--- src/rtl/uart_rx_ctrl.sv ---
// UART receiver: 2-flop line synchronizer, 16x oversampling start/data/stop FSM,
// and a one-entry holding register drained by a valid/ready consumer.
module uart_rx_ctrl #(
   parameter int DATA_BITS = 8
) (
   input  logic                 clk,
   input  logic                 rst,
   input  logic                 sample_tick,
   input  logic                 rxd,
   input  logic                 rx_ready,
   output logic [DATA_BITS-1:0] rx_data,
   output logic                 rx_valid,
   output logic                 frame_err,
   output logic                 overrun,
   output logic                 busy,
   output logic [1:0]           state
);

   // Handshake: rx_data is taken when rx_valid && rx_ready on a rising clk edge;
   // while rx_valid is high and rx_ready low, rx_valid and rx_data are held.

   typedef enum logic [1:0] {IDLE = 2'd0, START = 2'd1, DATA = 2'd2, STOP = 2'd3} state_t;

   localparam logic [3:0] LAST_BIT = 4'(DATA_BITS - 1);

   state_t               st;
   state_t               st_nxt;
   logic                 rx_meta;
   logic                 rxs;
   logic [3:0]           cnt;
   logic [3:0]           bit_idx;
   logic [DATA_BITS-1:0] shreg;
   logic                 shift_en;
   logic                 stop_eval;
   logic                 good_frame;

   always_ff @(posedge clk) begin
      if (rst) st <= IDLE;
      else     st <= st_nxt;
   end

   always_comb begin
      st_nxt    = st;
      shift_en  = 1'b0;
      stop_eval = 1'b0;
      if (sample_tick) begin
         case (st)
            IDLE:  if (!rxs) st_nxt = START;
            // Mid-point of the start bit re-checks the line to reject glitches.
            START: if (cnt == 4'd7) st_nxt = rxs ? IDLE : DATA;
            DATA:  if (cnt == 4'd15) begin
                      shift_en = 1'b1;
                      if (bit_idx == LAST_BIT) st_nxt = STOP;
                   end
            STOP:  if (cnt == 4'd15) begin
                      stop_eval = 1'b1;
                      st_nxt    = IDLE;
                   end
            default: st_nxt = IDLE;
         endcase
      end
   end

   assign good_frame = stop_eval && rxs;

   always_ff @(posedge clk) begin
      if (rst) begin
         rx_meta   <= 1'b1;
         rxs       <= 1'b1;
         cnt       <= 4'd0;
         bit_idx   <= 4'd0;
         shreg     <= '0;
         rx_data   <= '0;
         rx_valid  <= 1'b0;
         frame_err <= 1'b0;
         overrun   <= 1'b0;
      end else begin
         rx_meta <= rxd;
         rxs     <= rx_meta;

         if (st_nxt != st)                    cnt <= 4'd0;
         else if (sample_tick && st != IDLE)  cnt <= cnt + 4'd1;

         if (st_nxt == DATA && st != DATA) bit_idx <= 4'd0;
         else if (shift_en)                bit_idx <= bit_idx + 4'd1;

         // LSB arrives first, so shifting in from the top leaves it in bit 0.
         if (shift_en) shreg <= {rxs, shreg[DATA_BITS-1:1]};

         frame_err <= stop_eval && !rxs;
         overrun   <= good_frame && rx_valid && !rx_ready;

         if (good_frame && (!rx_valid || rx_ready)) begin
            rx_data  <= shreg;
            rx_valid <= 1'b1;
         end else if (rx_valid && rx_ready) begin
            rx_valid <= 1'b0;
         end
      end
   end

   assign busy  = (st != IDLE);
   assign state = st;

endmodule

--- config.mk ---
export PLATFORM = sky130hd
export DESIGN_NAME = uart_rx_ctrl
export DESIGN_NICKNAME = d
export VERILOG_FILES = /design/src/rtl/uart_rx_ctrl.sv
export SDC_FILE = /design/constraint.sdc
export NUM_CORES = 1
export LEC_CHECK = 0
export BUFFER_PORTS_ARGS = -buffer_cell sky130_fd_sc_hd__buf_2
export CAP_MARGIN = 20
export CORE_ASPECT_RATIO = 0.8
export CORE_MARGIN = 2
export CORE_UTILIZATION = 45
export CTS_CLUSTER_DIAMETER = 50
export DETAILED_ROUTE_END_ITERATION = 8
export MAX_ROUTING_LAYER = met4
export PLACE_DENSITY_LB_ADDON = 0.08
export REMOVE_ABC_BUFFERS = 1
export SETUP_SLACK_MARGIN = 0.1
export SLEW_MARGIN = 5
export SYNTH_ARGS = -nofsm -noshare
export SYNTH_HDL_FRONTEND = slang
export SYNTH_SLANG_ARGS = --single-unit
--- constraint.sdc ---
create_clock -name clk -period 1.8 [get_ports clk]
set_clock_uncertainty 0.1 [all_clocks]
set_input_delay 0.27 -clock clk [delete_from_list [all_inputs] [get_ports clk]]
set_output_delay 0.27 -clock clk [all_outputs]
set_load 0.01 [all_outputs]
==> qor.txt <==
Critical path's slowest cell - o41ai_4
Top delay family on crit path - compound AO/OA/AOI/OAI gates
CTS sink count - 31
Place WS - 0.0712 ns
Arr. time, crit path - 1.71 ns
DR vias/cell - 5.00
Core ar. - 2740 um2
Leading area contributor after synthesis - dfxtp_1
Design area - 1560 um2
CP cell instances - ha_1, nor4bb_1, nor2_1, o41ai_4, nor2_1
Yosys cell types - 32
DRT Wirelength - 2.28 mm
Inst Count DP - 180
Crit path max fanout - 4
Maximum VDD drop - 0.463 mV
Synth Area in Compound Gates - 0.0617
Final setup fails - 0
Worst stage delay on the critical path - 0.44 ns
Layout cells sized above 1 - 0.314
Minimum clock period - 1.60 ns
Share of the synthesized area in the top cell type - 0.478
CP dominant cell by count - nor2_1
Flops & latches, synth - 31
Row Count - 17
Adder-cell share of the synthesized area - 0.0193
GRT overflow - 0
Post-Syn Instances - 130
Mux cell area share after synthesis - 0.131
Number of global-route vias before repair - 843
Register area share after synthesis - 0.478
First-pass GRT wire length - 3.73 mm
Placed cell area - 1410 um2
Diode count - 0
Post-Syn Area - 1300 um2
DRT antenna net count - 0
MaxCap Viol Count - 0
CTS tree - done
Initial core utilization - 0.473
Area growth, synth to finish - 20.3%
PwrDens - 791 nW/um2
Die Span Y - 52.1 um
I/O Buffers - 18
DPL Wire Length - 1.52 mm
Max Clk Rate - 625 MHz
DRT iter0 DRCs - 48
Largest net degree at the start of global routing - 26
Area occupied by multi-input gates - 657 um2
Non-Filler Instances - 191
DR pass1 iterations - 4
Finished Core Util - 0.570
Placer congestion estimate - 0.819
Root Buffer - clkbuf_4
Leak - 0.612 nW
Nets - 160
Crit share post-route - 0.888
Simple-gate share of the synthesized area - 0.228
Worst path required time - 1.91 ns
Worst setup margin - 0.201 ns
Worst-Skew Late Latency - 0.33 ns
Antenna violations before repair - 0
Hold crit path type - input pin to register
Yosys warnings - 0
Slew @ Worst Pin - 0.429 ns
Status - completed
Combinational family with the most area after synthesis - simple AND/OR/NAND/NOR gates
Endpoints failing hold - 0
Rel. slew slack - 0.714
Vias - 955
FILL cells - 249
Crit path launch type - register
Power Total - 1.24 mW
GRT Overall Usage - 0.157
Post-Synth XOR/XNOR Area - 0.0472
Io pins - 19
Area contributors post-synth - dfxtp_1 (48%), mux2i_1 (13%), nor2_1 (7.5%), xnor2_1 (3.4%), ha_1 (1.9%)
Die Span X - 64.1 um
Crit path buffers/inverters - 0
FF/Latch Area - 632 um2
Residual DRC - 0
Worst-path clk slew - 0.09 ns
Critical path class - register to register
Drt wl/cell - 11.9 um
CTS max path bufs - 2
Die Area - 3330 um2
Worst Setup End Kind - register
RSZ-0062 raised after global routing - false
TritonCTS Buffers - 5
Mean post-synth cell area - 9.99 um2
H-tree levels - 2
Max-slew violations - 0
==> cell type report <==
type	count	share of cell area
Multi-Input combinational cell	90	0.420
Sequential cell	31	0.404
Timing Repair Buffer	24	0.0969
Tap cell	38	0.0304
Clock buffer	6	0.0264
Clock inverter	1	0.0192
Inverter	1	0.00240
==> cells in the mapped netlist <==
library cell	number
or2_2	4
mux2i_1	17
xor2_1	2
nand3_1	2
nor2_8	1
a32oi_1	1
a21o_1	1
buf_2	3
nand2b_1	3
or2b_2	1
nor3b_2	1
nand4b_1	1
and4_2	1
o21ai_0	1
clkbuf_1	4
a21oi_1	4
nor2_1	26
nor2b_1	1
inv_1	1
o41ai_2	1
nor4_1	1
nor4bb_1	1
nand4_4	1
nand2_1	4
xnor2_1	5
nand4_1	1
o21a_1	2
a211oi_1	1
ha_1	2
nor3_1	4
buf_6	1
dfxtp_1	31
==> state kept, by name (all words and copies together), names as in the netlist <==
| name | count |
|---|---|
| state | 2 |
| bit_idx | 4 |
| rxs | 1 |
| frame_err | 1 |
| overrun | 1 |
| rx_data | 8 |
| shreg | 8 |
| rx_valid | 1 |
| rx_meta | 1 |
| cnt | 4 |
==> path summary, 6_finish.rpt <==
| kind | startpoint | end | slack, ns | cells past startpoint |
|---|---|---|---|---|
| min reg2reg | rx_meta$_SDFF_PP1_ | rxs$_SDFF_PP1_ | 0.32 | 1 |
| max reg2reg | bit_idx[0]$_SDFFE_PP0P_ | cnt[0]$_SDFFE_PP0P_ | 0.20 | 5 |
| max | bit_idx[0]$_SDFFE_PP0P_ | cnt[0]$_SDFFE_PP0P_ | 0.20 | 5 |
| min | rxd | rx_meta$_SDFF_PP1_ | 0.02 | 2 |
==> where the power goes <==
group	internal [mW]	switching, mW
Combinational	0.0129	0.0226
Clock	0.286	0.221
Sequential	0.688	0.00542
Total	0.987	0.249
==> through the flow <==
| step | setup TNS, ns | hold WS, ns |
|---|---|---|
| floorplan | -0.776 | 0.239 |
| global placement | 0 | 0.293 |
| detailed placement | 0 | 0.300 |
| CTS | 0 | 0.00942 |
| global route | 0 | 0.00882 |
| finish | 0 | 0.0223 |
==> kinds of logic (layout without fill, tap and decap cells) <==
family                     after synthesis  in the layout
AOI/OAI and AO/OA                       11             11
xor gates and xnor gates                 7              7
adders and majority gates                2              2
buffers and inverters                    9             32
DFF                                     31             31
muxes                                   17             17
and+or+nand+nor                         53             53
==> cell usage in the layout (no fill, tap or decap), drive strengths merged <==
cell	instances
nand2b	3
xor2	2
nand4b	1
and4	1
bufinv	1
o41ai	1
dfxtp	31
nand3	2
nor4	1
nor2	27
nor2b	1
nand4	2
buf	24
a21o	1
ha	2
xnor2	5
inv	1
a21oi	4
o21ai	1
nor3b	1
clkbuf	6
a32oi	1
nor4bb	1
a211oi	1
or2	4
o21a	2
nor3	4
nand2	4
mux2i	17
or2b	1
==> repair_timing <==
item,in CTS,in global routing
pin swaps,1,5
hold buffers,0,0
buffers inserted,0,4
gates resized for setup,1,12
setup endpoints to repair,12,22
==> per-layer routing <==
layer / vias up / GRT usage / share of wire
li1: 486 / - / -
met1: 443 / 0.186 / 0.52
met2: 19 / 0.226 / 0.41
met3: 7 / 0.0519 / 0.043
met4: 0 / 0.109 / 0.027
met5: - / - / 0
(Power assumes the default switching activity.)
